[src/rtl/fft_stage_sched_if.sv]
// Control and address bundle between the radix-2 FFT sequencer and its
// surrounding loader, butterfly and working RAM.
//
// Handshake: start is a level sampled only while the sequencer is idle. busy is high
// from the cycle after start through the done pulse. rd_en is a one-cycle issue
// strobe with no back-pressure other than stall. wr_en follows each rd_en a fixed
// number of cycles later and is never held off.
interface fft_stage_sched_if #(
  parameter int N_LOG2 = 10
);
  localparam int SW = $clog2(N_LOG2);

  logic              start;
  logic              abort;
  logic              stall;
  logic              busy;
  logic              done;
  logic [SW-1:0]     stage;
  logic              rd_en;
  logic [N_LOG2-1:0] rd_addr_a;
  logic [N_LOG2-1:0] rd_addr_b;
  logic [N_LOG2-2:0] tw_addr;
  logic              wr_en;
  logic [N_LOG2-1:0] wr_addr_a;
  logic [N_LOG2-1:0] wr_addr_b;

  modport master (
    output start, abort, stall,
    input  busy, done, stage, rd_en, rd_addr_a, rd_addr_b, tw_addr,
           wr_en, wr_addr_a, wr_addr_b
  );

  modport slave (
    input  start, abort, stall,
    output busy, done, stage, rd_en, rd_addr_a, rd_addr_b, tw_addr,
           wr_en, wr_addr_a, wr_addr_b
  );
endinterface

[src/rtl/fft_stage_sched.sv]
// Stage/butterfly sequencer for an in-place radix-2 DIT FFT with one shared
// butterfly. It issues the read/twiddle addresses and delays them to form write-back.
module fft_stage_sched #(
  parameter int N_LOG2   = 10,
  parameter int PIPE_LAT = 2
) (
  input  logic                 clk,
  input  logic                 rst_n,
  fft_stage_sched_if.slave     bus,
  output logic [1:0]           dbg_state
);
  localparam int NW = N_LOG2;
  localparam int KW = N_LOG2 - 1;
  localparam int SW = $clog2(N_LOG2);

  typedef enum logic [1:0] {
    S_IDLE  = 2'd0,
    S_ISSUE = 2'd1,
    S_DRAIN = 2'd2,
    S_DONE  = 2'd3
  } state_t;

  state_t        state, state_n;
  logic [KW-1:0] k;
  logic [SW-1:0] stage;
  logic          last_stage;
  logic          drained;
  logic          rd_en;

  logic [NW-1:0] kk, h_c, lowm, a_c, b_c;
  logic [KW-1:0] j_c, tw_c;

  logic [PIPE_LAT-1:0] dl_v;
  logic [PIPE_LAT-1:0] dl_older;
  logic [NW-1:0]       dl_a [PIPE_LAT];
  logic [NW-1:0]       dl_b [PIPE_LAT];

  assign last_stage = (stage == SW'(N_LOG2 - 1));

  // Only the entry retiring this cycle may still be valid when leaving DRAIN.
  always_comb begin
    dl_older = dl_v;
    dl_older[PIPE_LAT-1] = 1'b0;
  end
  assign drained = (dl_older == '0);

  // State register.
  always_ff @(posedge clk or negedge rst_n) begin
    if (!rst_n) state <= S_IDLE;
    else        state <= state_n;
  end

  // Next-state logic; abort overrides everything, including start in IDLE.
  always_comb begin
    state_n = state;
    if (bus.abort) begin
      state_n = S_IDLE;
    end else begin
      case (state)
        S_IDLE:  if (bus.start) state_n = S_ISSUE;
        S_ISSUE: if (!bus.stall && (&k)) state_n = S_DRAIN;
        S_DRAIN: if (drained) state_n = last_stage ? S_DONE : S_ISSUE;
        S_DONE:  state_n = S_IDLE;
        default: state_n = S_IDLE;
      endcase
    end
  end

  // Output decode.
  always_comb begin
    rd_en    = (state == S_ISSUE) && !bus.stall;
    bus.busy = (state != S_IDLE);
    bus.done = (state == S_DONE);
  end

  assign dbg_state = state;

  // Butterfly counter and stage counter.
  always_ff @(posedge clk or negedge rst_n) begin
    if (!rst_n) begin
      k     <= '0;
      stage <= '0;
    end else if (bus.abort || state == S_IDLE || state == S_DONE) begin
      k     <= '0;
      stage <= '0;
    end else if (state == S_ISSUE && !bus.stall) begin
      k <= k + 1'b1;
    end else if (state == S_DRAIN && drained && !last_stage) begin
      stage <= stage + 1'b1;
      k     <= '0;
    end
  end

  // A = k with a zero inserted at bit 'stage'; B is its partner 2^stage away.
  always_comb begin
    kk   = NW'(k);
    h_c  = NW'(1) << stage;
    lowm = h_c - 1'b1;
    a_c  = ((kk & ~lowm) << 1) | (kk & lowm);
    b_c  = a_c | h_c;
    j_c  = k & KW'(lowm);
    tw_c = j_c << (SW'(N_LOG2 - 1) - stage);
  end

  assign bus.stage     = stage;
  assign bus.rd_en     = rd_en;
  assign bus.rd_addr_a = (state == S_ISSUE) ? a_c  : '0;
  assign bus.rd_addr_b = (state == S_ISSUE) ? b_c  : '0;
  assign bus.tw_addr   = (state == S_ISSUE) ? tw_c : '0;

  // Write-back delay line; abort drops every in-flight write.
  always_ff @(posedge clk or negedge rst_n) begin
    if (!rst_n) begin
      dl_v <= '0;
      for (int i = 0; i < PIPE_LAT; i++) begin
        dl_a[i] <= '0;
        dl_b[i] <= '0;
      end
    end else begin
      dl_v[0] <= rd_en && !bus.abort;
      dl_a[0] <= bus.rd_addr_a;
      dl_b[0] <= bus.rd_addr_b;
      for (int i = 1; i < PIPE_LAT; i++) begin
        dl_v[i] <= dl_v[i-1] && !bus.abort;
        dl_a[i] <= dl_a[i-1];
        dl_b[i] <= dl_b[i-1];
      end
    end
  end

  assign bus.wr_en     = dl_v[PIPE_LAT-1];
  assign bus.wr_addr_a = dl_a[PIPE_LAT-1];
  assign bus.wr_addr_b = dl_b[PIPE_LAT-1];
endmodule

[src/flat_wrapper.sv]
// flat-port wrapper written by rule: the top's interface ports become plain ports
module fft_stage_sched_flat 
#(
  parameter int N_LOG2   = 10,
  parameter int PIPE_LAT = 2
)
  (clk, rst_n, dbg_state, bus_start, bus_abort, bus_stall, bus_busy, bus_done, bus_stage, bus_rd_en, bus_rd_addr_a, bus_rd_addr_b, bus_tw_addr, bus_wr_en, bus_wr_addr_a, bus_wr_addr_b);
  fft_stage_sched_if #(.N_LOG2(N_LOG2)) bus_i ();
  input  logic clk;
  input  logic rst_n;
  output logic [1:0] dbg_state;
  input wire logic [$bits(bus_i.start)-1:0] bus_start;
  input wire logic [$bits(bus_i.abort)-1:0] bus_abort;
  input wire logic [$bits(bus_i.stall)-1:0] bus_stall;
  output wire logic [$bits(bus_i.busy)-1:0] bus_busy;
  output wire logic [$bits(bus_i.done)-1:0] bus_done;
  output wire logic [$bits(bus_i.stage)-1:0] bus_stage;
  output wire logic [$bits(bus_i.rd_en)-1:0] bus_rd_en;
  output wire logic [$bits(bus_i.rd_addr_a)-1:0] bus_rd_addr_a;
  output wire logic [$bits(bus_i.rd_addr_b)-1:0] bus_rd_addr_b;
  output wire logic [$bits(bus_i.tw_addr)-1:0] bus_tw_addr;
  output wire logic [$bits(bus_i.wr_en)-1:0] bus_wr_en;
  output wire logic [$bits(bus_i.wr_addr_a)-1:0] bus_wr_addr_a;
  output wire logic [$bits(bus_i.wr_addr_b)-1:0] bus_wr_addr_b;
  assign bus_i.start = bus_start;
  assign bus_i.abort = bus_abort;
  assign bus_i.stall = bus_stall;
  assign bus_busy = bus_i.busy;
  assign bus_done = bus_i.done;
  assign bus_stage = bus_i.stage;
  assign bus_rd_en = bus_i.rd_en;
  assign bus_rd_addr_a = bus_i.rd_addr_a;
  assign bus_rd_addr_b = bus_i.rd_addr_b;
  assign bus_tw_addr = bus_i.tw_addr;
  assign bus_wr_en = bus_i.wr_en;
  assign bus_wr_addr_a = bus_i.wr_addr_a;
  assign bus_wr_addr_b = bus_i.wr_addr_b;
  fft_stage_sched #(.N_LOG2(N_LOG2), .PIPE_LAT(PIPE_LAT)) u_core (.clk(clk), .rst_n(rst_n), .bus(bus_i), .dbg_state(dbg_state));
endmodule
[config.mk]
export PLATFORM = sky130hd
export DESIGN_NAME = fft_stage_sched_flat
export DESIGN_NICKNAME = d
export VERILOG_FILES = /design/src/rtl/fft_stage_sched_if.sv /design/src/rtl/fft_stage_sched.sv /design/src/flat_wrapper.sv
export SDC_FILE = /design/constraint.sdc
export NUM_CORES = 1
export LEC_CHECK = 0
export ABC_AREA = 1
export BUFFER_PORTS_ARGS = -buffer_cell sky130_fd_sc_hd__buf_4
export CAP_MARGIN = 5
export CORE_ASPECT_RATIO = 0.9
export CORE_MARGIN = 2
export CORE_UTILIZATION = 59
export CTS_CLUSTER_SIZE = 25
export DETAILED_ROUTE_END_ITERATION = 12
export PLACE_DENSITY = 0.82
export RECOVER_POWER = 50
export SLEW_MARGIN = 20
export SYNTH_ARGS = -nofsm -noshare
export SYNTH_HDL_FRONTEND = slang
export SYNTH_SLANG_ARGS = --single-unit
[constraint.sdc]
create_clock -name clk -period 3.1 [get_ports clk]
set_input_delay 0.155 -clock clk [delete_from_list [all_inputs] [get_ports clk]]
set_output_delay 0.155 -clock clk [all_outputs]
set_load 0.005 [all_outputs]
==> results of run 1 <==
-- sequential cells by signal (all words and copies together), names as in the netlist --
signal,count
u_core.bus.stage,4
u_core.bus.wr_addr_b,10
u_core.dl_v,2
u_core.dbg_state,2
u_core.dl_a,10
u_core.k,9
u_core.bus.wr_addr_a,10
u_core.dl_b,10
-- worst max-delay path, cell delays in order (launching register included) --
cell and delay (ps):
dfrtp_1 380, buf_4 190, ha_1 270, nand2_1 130
ha_1 190, inv_1 90, a21oi_1 230, nand2_1 100
nand2_2 110, nand2_1 70, o21ai_1 120, inv_1 70
a21oi_1 210, buf_4 160
-- cell type report --
| class | instances | area, um^2 |
|---|---|---|
| flip-flops and latches | 57 | 1430 |
| multi-input cells | 214 | 1200 |
| fillers | 384 | 1250 |
| inverters | 51 | 199 |
| clock buffers | 10 | 138 |
| repair buffers | 68 | 510 |
| well taps | 65 | 81.3 |
| clock inverters | 6 | 90.1 |
-- path summary, 6_finish.rpt --
kind                            slack [ps]  cells past startpoint                       to
max in group asynchronous             1650                      2  u_core.bus.wr_addr_b[7]
min in group asynchronous              660                      2  u_core.bus.wr_addr_b[1]
worst max register to register         830                     12          u_core.dl_b[14]
worst max-delay path                   290                     13         bus_rd_addr_b[4]
worst min register to register         350                      0  u_core.bus.wr_addr_b[4]
worst min-delay path                    40                      2           u_core.dl_v[1]
-- routing by layer --
metal	global-route usage	share of wire
met5	0	0
met4	0.115	0.030
met3	0.0768	0.066
met2	0.444	0.49
met1	0.334	0.41
-- Yosys cell counts, types with 3 or more instances --
| cell | number | area, um^2 |
|---|---|---|
| a21oi_1 | 18 | 90.1 |
| a31oi_1 | 3 | 18.8 |
| buf_4 | 21 | 158 |
| dfrtp_1 | 57 | 1430 |
| ha_1 | 11 | 138 |
| inv_1 | 43 | 161 |
| inv_2 | 5 | 18.8 |
| nand2_1 | 53 | 199 |
| nand2_2 | 6 | 37.5 |
| nand2_4 | 3 | 33.8 |
| nand3_1 | 40 | 200 |
| nand3_2 | 3 | 30.0 |
| nor2_1 | 28 | 105 |
| nor2_2 | 3 | 18.8 |
| nor2_4 | 3 | 33.8 |
| o21ai_0 | 17 | 85.1 |
| o21ai_1 | 5 | 25.0 |
| o22ai_1 | 4 | 25.0 |
-- logic make-up after synthesis --
logic type,after synthesis,synth area share
AOI/OAI and AO/OA,53,0.0975
xor gates and xnor gates,3,0.0112
adders and majority gates,11,0.0456
buffers and inverters,77,0.130
DFF,57,0.473
and+or+nand+nor,147,0.243
-- stage by stage --
stage	std cells	utilization	power, mW
6_report	471	0.744	2.40
2_1_floorplan	348	-	1.39
4_1_cts	471	0.745	2.42
3_5_place_dp	454	0.696	1.61
5_1_grt	471	0.744	2.54
3_3_place_gp	454	0.696	1.60
-- where the power goes --
| group | switching [mW] | internal, mW | leakage [nW] | total (mW) |
|---|---|---|---|---|
| combinational | 0.527 | 0.278 | 0.996 | 0.805 |
| sequential | 0.0287 | 0.784 | 0.792 | 0.813 |
| clock | 0.307 | 0.477 | 0.113 | 0.784 |
==> results_dict.tcl, run 1 <==
set metrics [dict create \
    firstDrtPassIters 4 \
    cp-end-kind "output port" \
    slew_violations 0 \
    placed_area_um2 3410 \
    h-tree-depth 3 \
    drc 0 \
    skew_ps 4.62 \
    fin_area_um2 3640 \
    min-delay-start "bus_abort" \
    fp.dieH_um 71.8 \
    outcome "finished, final reports clean" \
    drt_iter0_markers 162 \
    core_area_um2 4890 \
    tightest_slew_ps 1340 \
    gr-usage-all-layers 0.269 \
    ys_warn_count 0 \
    cap_viol_max_count 0 \
    drt-total-wl_um 6950 \
    async_flop_share 1.00 \
    insertion_delay_ps 330 \
    grt_pass1_wl_um 11600 \
    dieArea_um2 5700 \
    syn_inst 348 \
    cp.required_ps 2940 \
    cp_max_fo 14 \
    tns_ps 0 \
    die_width_um 79.4 \
    vdd_ir_drop_max_mv 0.510 \
    cts_root_buf "clkbuf_8" \
    cts_tree "done" \
    crit_type "flop to output port" \
    num_rows 24 \
    synth_edf_count 0 \
    ctsHoldBuffers 1 \
    hold_class "input port to flop" \
    synth-seq-area-share 0.473 \
    clk_path_buf_depth 2 \
    nNetsFinal 417 \
    gp_congestion 0.948 \
    antenna_cells 0 \
    synth_seq_cells 57 \
    place_hpwl_um 5130 \
    whs_ps 38.5 \
    layout_commonest_cell "buf_4" \
    power_density_nw_per_um2 659 \
    yosysUniqueCellTypes 39 \
    start_util 0.616 \
    slew_headroom 0.108 \
    preCtsSetupSlack_ps 759 \
    fin_crit_ps 2810 \
    r2r_start "u_core.bus.stage[0]" \
    cts.repair.resized 0 \
    wl_per_cell_um 14.7 \
    fin_ws_ps 289 \
    synth.cell_area_um2 3020 \
    synth_top_flop_cell "dfrtp_1" \
    fin_crit_sh 0.907 \
    antenna_found_initial 0 \
    fmax_ghz 0.356 \
    leakagePower_nw 1.90 \
    setup_viol 0 \
    portBuffers 63 \
    areaGrowthSynthToFinish_pct 20.8 \
    synth_fp_nets 364 \
    cts_buffers 9 \
    rsz0062_at_grt "no" \
    grt_max_degree 58 \
    worstPathArrival_ps 2660 \
    start_kind "flop" \
    clock-sinks 57 \
    layout_common_cells "buf_4, dfrtp_1, nand2_1" \
    drive_gt1_frac 0.283 \
    ant_nets 0 \
    vias 2544 \
    grt_overflow 0 \
    clkTransAtPathRegs_ps 70 \
    post-cts-setup-buffers 0 \
    avgSynthCellArea_um2 8.67 \
    finalHoldViolCount 0 \
    grt_pass1_vias 2501 \
    critPathLaunch "u_core.bus.stage[0]" \
    io_pins 64 \
    drt-vias-per-instance 5.40 \
]
No activity file was read; power rests on OpenSTA's default activity.
==> run 2, diff against run 1 <==
--- a/config.mk
+++ b/config.mk
@@ -13,6 +13,7 @@
 export CORE_UTILIZATION = 59
 export CTS_CLUSTER_SIZE = 25
 export DETAILED_ROUTE_END_ITERATION = 12
+export HOLD_SLACK_MARGIN = 0.05
 export PLACE_DENSITY = 0.82
 export RECOVER_POWER = 50
 export SLEW_MARGIN = 20
==> run 2 against run 1 <==
Against the previous run: clock skew about the same; final area up 0.17%; sequential cell count unchanged; cell count grew 0.21%; sequential share of layout area fell by 0.067 points; worst setup slack better by 2.7 ps; fmax barely moved; core utilization rose by 0.13 points; critical path type unchanged; critical endpoint unchanged; highest routed layer unchanged.
==> results_dict.tcl, run 2 (same netlist as run 1, synthesis figures left out) <==
set metrics [dict create \
    intPower_mw 1.54 \
    nFillCells 386 \
    cts_root_buf "clkbuf_8" \
    core_area_um2 4890 \
    gr-usage-all-layers 0.270 \
    critical-path-top-delay-family "compound AO/OA/AOI/OAI gates" \
    crit_type "flop to output port" \
    die_width_um 79.4 \
    dieArea_um2 5700 \
    vdd_ir_drop_max_mv 0.515 \
    post-cts-setup-buffers 0 \
    cts_tree "done" \
    leakagePower_nw 1.90 \
    tns_ps 0 \
    drive_gt1_frac 0.280 \
    clock-sinks 57 \
    drt-total-wl_um 7000 \
    io_pins 64 \
    fp.dieH_um 71.8 \
    slew_headroom 0.104 \
    path_common_cell "nand2_1" \
    cts_buffers 9 \
    drt-vias-per-instance 5.39 \
    portBuffers 63 \
    antenna_cells 0 \
    cap_viol_max_count 0 \
    path_buf_inv 4 \
    grt_pass1_vias 2509 \
    start_kind "flop" \
    p_sw_mw 0.869 \
    worstPathArrival_ps 2650 \
    setup_viol 0 \
    clkTransAtPathRegs_ps 70 \
    drt_iter0_markers 166 \
    sw_frac_of_total 0.361 \
    finalHoldViolCount 0 \
    vias 2545 \
    power_density_nw_per_um2 660 \
    gp_congestion 0.948 \
    skew_ps 4.80 \
    wl_per_cell_um 14.8 \
    cts.repair.resized 0 \
    total_power_mw 2.41 \
    post-place-cells 454 \
    grt_max_degree 58 \
    comb_power_share 0.335 \
    crit_chain "buf_4, ha_1, nand2_1, ha_1, inv_1, a21oi_1, nand2_1, nand2_2, nand2_1, o21ai_1, inv_1, a21oi_1, buf_4" \
    hold_class "input port to flop" \
    clkPwrFrac 0.327 \
    p_seq_frac 0.338 \
    cp.required_ps 2940 \
    areaGrowthSynthToFinish_pct 21.0 \
    layout_common_cells "buf_4, dfrtp_1, nand2_1" \
    drc 0 \
    cpPeakStageDelay_ps 380 \
    outcome "finished, final reports clean" \
    slowest_stage "dfrtp_1" \
    cp_max_fo 14 \
    h-tree-depth 3 \
    place_hpwl_um 5130 \
    start_util 0.616 \
    fmax_ghz 0.356 \
    nNetsFinal 418 \
    insertion_delay_ps 340 \
    fin_crit_ps 2810 \
    ant_nets 0 \
    ctsHoldBuffers 2 \
    antenna_found_initial 0 \
    rsz0062_at_grt "no" \
    instances_no_fill 472 \
    grt_pass1_wl_um 11700 \
    fin_crit_sh 0.906 \
    cp-end-kind "output port" \
    grt_overflow 0 \
    tightest_slew_ps 1340 \
    clk_path_buf_depth 2 \
    slew_violations 0 \
    firstDrtPassIters 6 \
    num_rows 24 \
]
==> run 2: cell types whose count changed in the layout (fill, tap and decap cells not counted) <==
cell / previous run / this run
dlygate4sd3_1: 1 / 2
buf_4: 58 / 57
clkbuf_1: 0 / 1
==> run 2: worst paths after layout <==
path,from,to,slack (ps),cells past startpoint
max,u_core.bus.stage[0],bus_rd_addr_b[4],290,13
min,bus_stall,u_core.dl_v[0],150,4
max reg2reg,u_core.bus.stage[0],u_core.dl_b[14],840,12
min reg2reg,u_core.dl_b[15],u_core.bus.wr_addr_b[5],350,0
max in group asynchronous,rst_n,u_core.bus.wr_addr_b[7],1650,2
min in group asynchronous,rst_n,u_core.bus.wr_addr_b[1],660,2
==> run 2: per-stage QoR <==
stage	area (um^2)	hold slack [ps]	util	worst slack (ps)
2_1_floorplan	3020	-141	-	843
3_3_place_gp	3410	229	0.696	779
3_5_place_dp	3410	242	0.696	759
4_1_cts	3660	127	0.747	317
5_1_grt	3650	158	0.746	69.4
6_report	3650	152	0.746	292
==> run 2: power groups by stage <==
stage	clock network (mW)	registers (mW)	logic, mW
after global routing	0.836	0.818	0.891
final	0.788	0.813	0.807
after global placement	0	0.825	0.778
after floorplan	0	0.831	0.562
after detailed placement	0	0.827	0.786
after CTS	0.801	0.813	0.803
==> run 2: per-layer routing <==
layer,track usage,up-vias,share of wire
met3,0.0768,19,0.065
met1,0.335,1205,0.41
li1,-,1217,-
met4,0.115,0,0.030
met5,0,-,0
met2,0.446,104,0.49
==> run 2: worst reg2reg max path: cells and delay by family (launching register included) <==
family                   cells  cell delay (ps)
flip-flops                   1              380
buffers and inverters        3              350
adder cells (fa/ha/maj)      2              460
AO/OA/AOI/OAI                3              540
AND/OR/NAND/NOR              4              410
==> run 2: cell type report <==
type	instances	area [um^2]	share of cell area
Clock buffer	10	138	0.0377
Multi-Input combinational cell	214	1200	0.328
Clock inverter	6	90.1	0.0247
Sequential cell	57	1430	0.391
Tap cell	65	81.3	0.0223
Inverter	51	199	0.0545
Timing Repair Buffer	69	517	0.142
